## src/rtl/controle_exibicao_sequencia_pkg.sv

```systemverilog
// Shared definitions for the Genius sequence playback controller.
// Holds the state codes (also shown on the HEX debug display), the
// db_estado width, the default timing constants and the helper that
// computes the accelerated LED on-time.
package controle_exibicao_sequencia_pkg;

  localparam int unsigned DB_ESTADO_W = 4;

  localparam int unsigned T_ACESO_PADRAO   = 1000;
  localparam int unsigned T_APAGADO_PADRAO = 500;
  localparam int unsigned T_PASSO_PADRAO   = 50;
  localparam int unsigned T_MIN_PADRAO     = 200;

  typedef enum logic [DB_ESTADO_W-1:0] {
    OCIOSO  = 4'd0,
    CARREGA = 4'd1,
    ACESO   = 4'd2,
    APAGADO = 4'd3,
    PROXIMO = 4'd4,
    FIM     = 4'd5
  } estado_t;

  // max(t_min, t_aceso - rodada*t_passo), evaluated at 64 bits so the
  // product cannot overflow and the subtraction never underflows.
  function automatic longint unsigned tempo_aceso_acelerado(
    input longint unsigned rodada,
    input longint unsigned t_aceso,
    input longint unsigned t_passo,
    input longint unsigned t_min
  );
    longint unsigned reducao;
    reducao = rodada * t_passo;
    if (reducao >= t_aceso)
      return t_min;
    else if ((t_aceso - reducao) < t_min)
      return t_min;
    else
      return t_aceso - reducao;
  endfunction

endpackage

```

## src/rtl/controle_exibicao_sequencia_temporizador.sv

```systemverilog
// temporizador_exibicao: up-counter timing the LED on/off windows.
// Ports:
//   clock  - system clock
//   reset  - synchronous active-high reset (count := 0)
//   zera   - synchronous clear, has priority over conta
//   conta  - count enable
//   limite - window length in cycles (>= 1)
//   fim    - high while count == limite-1 (last cycle of the window)
module temporizador_exibicao #(
  parameter int unsigned LARGURA = 4
) (
  input  logic               clock,
  input  logic               reset,
  input  logic               zera,
  input  logic               conta,
  input  logic [LARGURA-1:0] limite,
  output logic               fim
);

  logic [LARGURA-1:0] contagem;

  always_ff @(posedge clock) begin
    if (reset || zera)
      contagem <= '0;
    else if (conta)
      contagem <= contagem + 1'b1;
  end

  assign fim = (contagem == (limite - 1'b1));

endmodule

```

## src/rtl/controle_exibicao_sequencia.sv

```systemverilog
// controle_exibicao_sequencia: plays the stored Genius sequence back to
// the player. Sweeps endereco from 0 to the latched round, lighting the
// LED for an on-window and then blanking it for an off-window per entry.
// Optional macro EXIBICAO_ACELERADA_EN: on-time shrinks with the round
// number, latched at start as max(T_MIN, T_ACESO - rodada*T_PASSO).
// Ports:
//   clock      - system clock
//   reset      - synchronous active-high reset
//   iniciar    - start request (only honoured when idle)
//   abortar    - cancel playback, back to idle next edge, no pronto
//   rodada     - last address to show (inclusive), latched at start
//   endereco   - memory read address
//   mostra_led - LED shows memory data (registered)
//   ocupado    - high in every state except OCIOSO
//   pronto     - one-cycle pulse at the end of playback
//   db_estado  - current state code for the HEX display
module controle_exibicao_sequencia
  import controle_exibicao_sequencia_pkg::*;
#(
  parameter int unsigned ADDR_W    = 4,
  parameter int unsigned T_ACESO   = T_ACESO_PADRAO,
  parameter int unsigned T_APAGADO = T_APAGADO_PADRAO,
  parameter int unsigned T_PASSO   = T_PASSO_PADRAO,
  parameter int unsigned T_MIN     = T_MIN_PADRAO
) (
  input  logic                   clock,
  input  logic                   reset,
  input  logic                   iniciar,
  input  logic                   abortar,
  input  logic [ADDR_W-1:0]      rodada,
  output logic [ADDR_W-1:0]      endereco,
  output logic                   mostra_led,
  output logic                   ocupado,
  output logic                   pronto,
  output logic [DB_ESTADO_W-1:0] db_estado
);

  localparam int unsigned T_MAIOR = (T_ACESO > T_APAGADO) ? T_ACESO : T_APAGADO;
  localparam int unsigned TW      = $clog2(T_MAIOR + 1);

  if (T_ACESO < 1 || T_APAGADO < 1) begin : g_chk_tempos
    $error("T_ACESO and T_APAGADO must be at least 1");
  end

  estado_t           estado, estado_prox;
  logic [ADDR_W-1:0] rod_r;
  logic              inicia, incrementa;
  logic              zera_tempo, conta_tempo, fim_tempo;
  logic [TW-1:0]     t_aceso, limite;

  // ---------------------------------------------------------------- on-time
`ifdef EXIBICAO_ACELERADA_EN
  if (T_MIN < 1 || T_MIN > T_ACESO) begin : g_chk_min
    $error("T_MIN must be in 1..T_ACESO");
  end

  logic [TW-1:0] t_aceso_r;

  always_ff @(posedge clock) begin
    if (reset)
      t_aceso_r <= TW'(T_ACESO);
    else if (inicia)
      t_aceso_r <= TW'(tempo_aceso_acelerado(64'(rodada), 64'(T_ACESO),
                                             64'(T_PASSO), 64'(T_MIN)));
  end

  assign t_aceso = t_aceso_r;
`else
  assign t_aceso = TW'(T_ACESO);
`endif

  assign limite = (estado == ACESO) ? t_aceso : TW'(T_APAGADO);

  temporizador_exibicao #(
    .LARGURA (TW)
  ) u_temporizador (
    .clock  (clock),
    .reset  (reset),
    .zera   (zera_tempo),
    .conta  (conta_tempo),
    .limite (limite),
    .fim    (fim_tempo)
  );

  // ---------------------------------------------------------------- FSM
  always_ff @(posedge clock) begin
    if (reset)
      estado <= OCIOSO;
    else
      estado <= estado_prox;
  end

  always_comb begin
    estado_prox = estado;
    inicia      = 1'b0;
    incrementa  = 1'b0;
    zera_tempo  = 1'b0;
    conta_tempo = 1'b0;
    if (abortar) begin
      estado_prox = OCIOSO;
      zera_tempo  = 1'b1;
    end else begin
      case (estado)
        OCIOSO: begin
          if (iniciar) begin
            estado_prox = CARREGA;
            inicia      = 1'b1;
            zera_tempo  = 1'b1;
          end
        end
        CARREGA: begin
          estado_prox = ACESO;
          zera_tempo  = 1'b1;
        end
        ACESO: begin
          if (fim_tempo) begin
            estado_prox = APAGADO;
            zera_tempo  = 1'b1;
          end else begin
            conta_tempo = 1'b1;
          end
        end
        APAGADO: begin
          if (fim_tempo) begin
            // exit test precedes the increment, so endereco never wraps
            estado_prox = (endereco == rod_r) ? FIM : PROXIMO;
            zera_tempo  = 1'b1;
          end else begin
            conta_tempo = 1'b1;
          end
        end
        PROXIMO: begin
          estado_prox = CARREGA;
          incrementa  = 1'b1;
        end
        FIM:     estado_prox = OCIOSO;
        default: estado_prox = OCIOSO;
      endcase
    end
  end

  // ------------------------------------------------- datapath / outputs
  // Outputs are registered from estado_prox so they line up with estado.
  always_ff @(posedge clock) begin
    if (reset) begin
      endereco   <= '0;
      rod_r      <= '0;
      mostra_led <= 1'b0;
      ocupado    <= 1'b0;
      pronto     <= 1'b0;
      db_estado  <= '0;
    end else begin
      if (inicia) begin
        endereco <= '0;
        rod_r    <= rodada;
      end else if (incrementa) begin
        endereco <= endereco + 1'b1;
      end
      mostra_led <= (estado_prox == ACESO);
      ocupado    <= (estado_prox != OCIOSO);
      pronto     <= (estado_prox == FIM);
      db_estado  <= estado_prox;
    end
  end

endmodule

```

## config.mk

```make
export PLATFORM = sky130hd
export DESIGN_NAME = controle_exibicao_sequencia
export DESIGN_NICKNAME = d
export VERILOG_FILES = /design/src/rtl/controle_exibicao_sequencia_pkg.sv /design/src/rtl/controle_exibicao_sequencia_temporizador.sv /design/src/rtl/controle_exibicao_sequencia.sv
export SDC_FILE = /design/constraint.sdc
export NUM_CORES = 1
export LEC_CHECK = 0
export CORE_UTILIZATION = 45
export DETAILED_ROUTE_END_ITERATION = 16
export PLACE_DENSITY = 0.7
export SYNTH_ARGS = -nofsm -noshare
export SYNTH_HDL_FRONTEND = slang
export SYNTH_HIERARCHICAL = 1
export SYNTH_SLANG_ARGS = --single-unit
export TNS_END_PERCENT = 100
```

## constraint.sdc

```tcl
create_clock -name clock -period 3.25 [get_ports clock]
set_clock_uncertainty 0.05 [all_clocks]
set_input_delay 0.4875 -clock clock [delete_from_list [all_inputs] [get_ports clock]]
set_output_delay 0.4875 -clock clock [all_outputs]
set_load 0.05 [all_outputs]
```

# == Yosys cells after proc, flatten, opt, wreduce, memory -nomap -nowiden ==
# Index checks and enable logic that the tools add are counted.
# classes
magnitude_cmp,0
n_mul,0
addsub,3
eq_ne,8
muxes,18
div_mod_pow,0
reduce_logical,5
bitwise,0
shifts,0
# ops
operator,count
one-hot mux 4 bit (5 select lines),1
two-way mux 4 bit,4
"== test 4 x 2 -> 1 bit, second input constant",3
two-way mux 1 bit,11
"adder 10 x 1 -> 10 bit, second input constant",1
== test 10 bit,1
two-way mux 10 bit,1
"subtractor 10 x 1 -> 10 bit, second input constant",1
"== test 4 x 3 -> 1 bit, second input constant",2
"adder 4 x 1 -> 4 bit, second input constant",1
"== test 4 x 1 -> 1 bit, second input constant",1
== test 4 bit,1
logical NOT 4 bit,1
nonzero test 4 bit,1
OR reduction 2 bit,2
one-hot mux 1 bit (3 select lines),1
logical OR 1 bit,1
# totals
mem_bits_rw,0
word_cells,41
rom_bits,0
in_bits,8
mem_count,0
latchBits,0
register_bits,25

# == Logic depth before layout (Yosys ltp) ==
# logic_depth
depth_word,8
ltp_mapped,16
mapped_depth_nobuf,15

# == Hierarchy ==
# Netlist, hierarchy kept.
# modules_own_cells
module,seq_area_each_um2,cells_per_inst,instances,area_each_um2
temporizador_exibicao,200.2,88,1,725.7
controle_exibicao_sequencia,300.3,80,1,700.7

# == Worst setup path before layout ==
# Ideal clock, no wire load.
# synth_timing
kind,reg2reg
from,"register, netlist name db_estado[1]"
to,register u_temporizador.contagem[7]
arrival_ns,3.443
synth_period_minus_slack_ns,3.620
slack_ns,-0.370
path_stages_with_launch,16
t_required_ns,3.072
setup_time_ns,0.128
path_buffers,1
cell_sequence,dfxtp_1 > clkbuf_1 > nand2_1 > or2_2 > inv_1 > xor2_1 > nand3b_1 > o22ai_1 > nand4_1 > nor4_1 > nor3_1 > and3_1 > and4_1 > nand3_1 > xor2_1 > nor2_1
# synth_rtl
element,line,text
"end signal, assigned",controle_exibicao_sequencia_temporizador.sv:26,contagem <= contagem + 1'b1;
"end, declared",controle_exibicao_sequencia_temporizador.sv:20,logic [LARGURA-1:0] contagem;

==> metrics.txt <==
# TYPE chip_impl_metric gauge
chip_impl_info{name="outcome",value="finished clean"} 1
chip_impl_metric{name="synth.yosys.seq_area_share",unit=""} 0.351
chip_impl_metric{name="synth_top_area_frac",unit=""} 0.351
chip_impl_metric{name="peakVddDrop",unit="mV"} 0.165
chip_impl_info{name="clockRootBuffer",value="sky130_fd_sc_hd__clkbuf_4"} 1
chip_impl_metric{name="crit_path_max_fo",unit=""} 8
chip_impl_metric{name="diode_insertion_count_for_antenna_repair",unit=""} 0
chip_impl_metric{name="p_leak",unit="nW"} 0.689
chip_impl_metric{name="areaGrowthSynthToFinish",unit="%"} 26.1
chip_impl_metric{name="achievable-frequency",unit="MHz"} 327
chip_impl_metric{name="initial_antenna_violation_count",unit=""} 0
chip_impl_metric{name="asyncSetResetFlopFracSynth",unit=""} 0
chip_impl_metric{name="drt-initial-drc-count",unit=""} 29
chip_impl_metric{name="final_max_slew_viol_count",unit=""} 0
chip_impl_info{name="cp_cell_sequence",value="nor2_4 > nand2_1 > or2_4 > inv_2 > xnor2_1 > xnor2_1 > o22ai_1 > nand4_1 > nor4_4 > nor3_4 > and3_1 > and4_1 > nand3_1 > xor2_1 > nor2_1"} 1
chip_impl_metric{name="critPathRequiredTime",unit="ns"} 3.42
chip_impl_info{name="path_class",value="reg2reg"} 1
chip_impl_metric{name="detailedRoute.firstPassIterationCount",unit=""} 4
chip_impl_metric{name="period_share",unit=""} 0.940
chip_impl_metric{name="drc_errors",unit=""} 0
chip_impl_metric{name="min_cycle_time_layout",unit="ns"} 3.05
chip_impl_metric{name="setup_viol_count_final",unit=""} 0
chip_impl_info{name="hp-class",value="reg2reg"} 1
chip_impl_metric{name="fin_nets",unit=""} 219
chip_impl_metric{name="pwr-share-comb",unit=""} 0.113
chip_impl_metric{name="timing.critical_path.slowest_cell_delay",unit="ns"} 0.39
chip_impl_metric{name="core.rowCount",unit=""} 20
chip_impl_metric{name="clock_tree.htree_level_count",unit=""} 1
chip_impl_metric{name="final-seq-area",unit="µm²"} 504
chip_impl_info{name="holdCritStartpoint",value="rod_r[3]"} 1
chip_impl_metric{name="number_of_enable_flip_flop_cells_after_synthesis",unit=""} 0
chip_impl_info{name="setup.worst_path.start_class",value="flip-flop"} 1
chip_impl_metric{name="cts-buffers-inserted",unit=""} 3
chip_impl_metric{name="layout-drive-gt1-share",unit=""} 0.106
chip_impl_metric{name="finalWeightedCongestion",unit=""} 0.869
chip_impl_metric{name="clkTransAtPathRegs",unit="ns"} 0.13
chip_impl_metric{name="top_level_ports",unit=""} 19
chip_impl_metric{name="groute.usage.overall",unit=""} 0.177
chip_impl_metric{name="syn-cell-area",unit="µm²"} 1430
chip_impl_metric{name="clk_latency",unit="ns"} 0.31
chip_impl_metric{name="synthesis.instances",unit=""} 168
chip_impl_metric{name="arrival",unit="ns"} 3.22
chip_impl_info{name="timing.critical_path.max_delay_family",value="simple AND/OR/NAND/NOR gates"} 1
chip_impl_info{name="synth_area_leaders",value="sky130_fd_sc_hd__dfxtp_1, sky130_fd_sc_hd__xor2_1, sky130_fd_sc_hd__xnor2_1, sky130_fd_sc_hd__nor2_1, sky130_fd_sc_hd__mux2i_1"} 1
chip_impl_metric{name="total_area_of_multi_input_combinational_cells",unit="µm²"} 991
chip_impl_metric{name="clk_path_buf_depth",unit=""} 2
chip_impl_metric{name="design.die.area",unit="µm²"} 3400
chip_impl_metric{name="wirelength",unit="µm"} 2800
chip_impl_metric{name="p_per_area",unit="nW/µm²"} 281
chip_impl_metric{name="hpwlAfterDp",unit="µm"} 2210
chip_impl_metric{name="ys_warnings",unit=""} 6
chip_impl_metric{name="clock_sinks",unit=""} 25
chip_impl_info{name="crit_path_start",value="db_estado[3]"} 1
chip_impl_metric{name="grt_pass1_vias",unit=""} 1076
chip_impl_metric{name="worst_pin_slew",unit="ns"} 0.523
chip_impl_metric{name="cts_hold_repair.buffers",unit=""} 0
chip_impl_metric{name="detailroute.via_count",unit=""} 1212
chip_impl_info{name="post_synthesis_cell_type_with_the_largest_combined_area",value="sky130_fd_sc_hd__dfxtp_1"} 1
chip_impl_metric{name="max-slew-margin-rel",unit=""} 0.650
chip_impl_metric{name="final_instance_count_without_filler_cells",unit=""} 251
chip_impl_metric{name="power.net_switching",unit="mW"} 0.124
chip_impl_info{name="critical_path.reg2reg.startpoint",value="db_estado[3]"} 1
chip_impl_metric{name="final.fill_count",unit=""} 277
chip_impl_metric{name="power.switching_fraction",unit=""} 0.245
chip_impl_metric{name="ff_latch_count_synth",unit=""} 25
chip_impl_metric{name="worst-path-buf-inv",unit=""} 1
chip_impl_metric{name="die_w",unit="µm"} 58.3
chip_impl_info{name="yosys_most_used_dff",value="sky130_fd_sc_hd__dfxtp_1"} 1
chip_impl_metric{name="route.detailed.wl_per_inst",unit="µm"} 11.2
chip_impl_metric{name="maximum_number_of_pins_on_one_net_before_global_route_repair",unit=""} 15
chip_impl_metric{name="ys_types",unit=""} 42
chip_impl_metric{name="fp.dieH",unit="µm"} 58.3
chip_impl_metric{name="initial_core_util",unit=""} 0.471
chip_impl_info{name="final_common_cell",value="sky130_fd_sc_hd__nor2_1"} 1
chip_impl_metric{name="clockPowerShare",unit=""} 0.268
chip_impl_metric{name="placement.io_buffers",unit=""} 18
chip_impl_metric{name="total_internal_power",unit="mW"} 0.382
chip_impl_metric{name="route.antenna.remaining_nets",unit=""} 0
chip_impl_metric{name="fin_setup_tns",unit="ns"} 0
chip_impl_metric{name="share_seq_of_total_power",unit=""} 0.618
chip_impl_metric{name="detail_route.vias_per_cell",unit=""} 4.83
chip_impl_metric{name="grt_first_pass_wirelength",unit="µm"} 4660
chip_impl_metric{name="synthesis.area_per_instance",unit="µm²"} 8.49
chip_impl_info{name="sort_of_element_at_the_end_of_the_critical_path",value="flip-flop"} 1
chip_impl_metric{name="numPlacedInstances",unit=""} 245
chip_impl_info{name="grt_setup_unrepaired",value="no"} 1
chip_impl_metric{name="cap_viol_max_count",unit=""} 0
chip_impl_metric{name="hold_viol",unit=""} 0
chip_impl_metric{name="core_region_area",unit="µm²"} 3030
chip_impl_info{name="critical_path.slowest_cell",value="sky130_fd_sc_hd__dfxtp_2"} 1
chip_impl_info{name="layout.cells.most_common_list",value="sky130_fd_sc_hd__nor2_1, sky130_fd_sc_hd__dfxtp_1, sky130_fd_sc_hd__conb_1, sky130_fd_sc_hd__clkdlybuf4s50_1, sky130_fd_sc_hd__xor2_1"} 1
chip_impl_metric{name="fin_total_pwr",unit="mW"} 0.506
chip_impl_metric{name="grt_overflow",unit=""} 0
chip_impl_info{name="worst_path_most_repeated_cell",value="sky130_fd_sc_hd__xnor2_1"} 1
chip_impl_info{name="cts_tree",value="done"} 1
==> Yosys cell counts (2+ instances only) <==
cell type	n
sky130_fd_sc_hd__or2_2	2
sky130_fd_sc_hd__nor3_2	2
sky130_fd_sc_hd__nand3b_1	3
sky130_fd_sc_hd__o22ai_1	2
sky130_fd_sc_hd__nand2_1	13
sky130_fd_sc_hd__nor3b_1	2
sky130_fd_sc_hd__nand3_1	6
sky130_fd_sc_hd__mux2i_1	5
sky130_fd_sc_hd__o21ai_0	4
sky130_fd_sc_hd__inv_1	3
sky130_fd_sc_hd__conb_1	2
sky130_fd_sc_hd__nand4_1	5
sky130_fd_sc_hd__ha_1	3
sky130_fd_sc_hd__nand2b_1	5
sky130_fd_sc_hd__and3_1	2
sky130_fd_sc_hd__xor2_1	14
sky130_fd_sc_hd__xnor2_1	12
sky130_fd_sc_hd__dfxtp_1	25
sky130_fd_sc_hd__nor4b_1	2
sky130_fd_sc_hd__clkbuf_1	3
sky130_fd_sc_hd__nor3_1	3
sky130_fd_sc_hd__nor2_1	27
sky130_fd_sc_hd__a21oi_1	4
==> cell families after synthesis <==
logic type                 Yosys count  share of synthesized area
and+or+nand+nor                     81                      0.314
xor gates and xnor gates            26                      0.160
DFF                                 25                      0.351
AOI/OAI and AO/OA                   18                     0.0816
buffers and inverters                8                     0.0272
muxes                                5                     0.0351
adders and majority gates            3                     0.0263
other                                2                    0.00527
==> worst register-to-register path: stages (launching register included) <==
cell,delay (ns)
sky130_fd_sc_hd__dfxtp_2,0.39
sky130_fd_sc_hd__nor2_4,0.14
sky130_fd_sc_hd__nand2_1,0.11
sky130_fd_sc_hd__or2_4,0.29
sky130_fd_sc_hd__inv_2,0.13
sky130_fd_sc_hd__xnor2_1,0.18
sky130_fd_sc_hd__xnor2_1,0.10
sky130_fd_sc_hd__o22ai_1,0.16
sky130_fd_sc_hd__nand4_1,0.15
sky130_fd_sc_hd__nor4_4,0.39
sky130_fd_sc_hd__nor3_4,0.12
sky130_fd_sc_hd__and3_1,0.20
sky130_fd_sc_hd__and4_1,0.25
sky130_fd_sc_hd__nand3_1,0.10
sky130_fd_sc_hd__xor2_1,0.15
sky130_fd_sc_hd__nor2_1,0.05
==> repair_timing <==
item / in CTS / in global routing
gates resized for setup: 0 / 4
buffers inserted: 0 / 2
setup endpoints to repair: 0 / 4
==> path summary, 6_finish.rpt <==
check,cells past startpoint,slack [ns],endpoint
worst max-delay path,15,0.20,u_temporizador/contagem[7]
worst min-delay path,2,0.49,rod_r[3]
worst max register to register,15,0.20,u_temporizador/contagem[7]
worst min register to register,2,0.49,rod_r[3]
==> stage by stage <==
| stage | setup WS [ns] | hold WS, ns | cell area, µm² | util |
|---|---|---|---|---|
| 2_1_floorplan | 0.0329 | 0.435 | 1520 | - |
| 3_3_place_gp | 0.160 | 0.451 | 1740 | 0.575 |
| 3_5_place_dp | 0.0521 | 0.463 | 1740 | 0.575 |
| 4_1_cts | 0.0226 | 0.491 | 1770 | 0.584 |
| 5_1_grt | 0.00864 | 0.519 | 1800 | 0.594 |
| 6_report | 0.196 | 0.491 | 1800 | 0.594 |
==> per-layer routing <==
layer  vias up  track usage  part of all wire
met3         2       0.0330             0.023
met4         0       0.0510            0.0071
met1       562        0.234              0.48
met5         -            0                 0
met2        15        0.294              0.49
li1        633            -                 -
==> registers in the layout, summed over array words and instances (netlist names) <==
signal,flops
pronto,1
ocupado,1
db_estado,4
mostra_led,1
endereco,4
u_temporizador/contagem,10
rod_r,4
==> power groups by stage <==
stage / Sequential (mW) / Clock, mW / Combinational [mW]
after floorplan: 0.324 / 0 / 0.0318
after global placement: 0.319 / 0 / 0.0539
after detailed placement: 0.319 / 0 / 0.0551
after CTS: 0.313 / 0.141 / 0.0552
after global routing: 0.314 / 0.155 / 0.0637
final: 0.313 / 0.136 / 0.0573
==> final cells by class <==
cell class | count | share of cell area
Tap cell | 44 | 0.0306
Timing Repair Buffer | 22 | 0.117
Clock inverter | 1 | 0.00278
Multi-Input combinational cell | 153 | 0.551
Sequential cell | 25 | 0.280
Inverter | 3 | 0.00626
Clock buffer | 3 | 0.0125
Note: power is estimated with default switching activity, not from simulation.
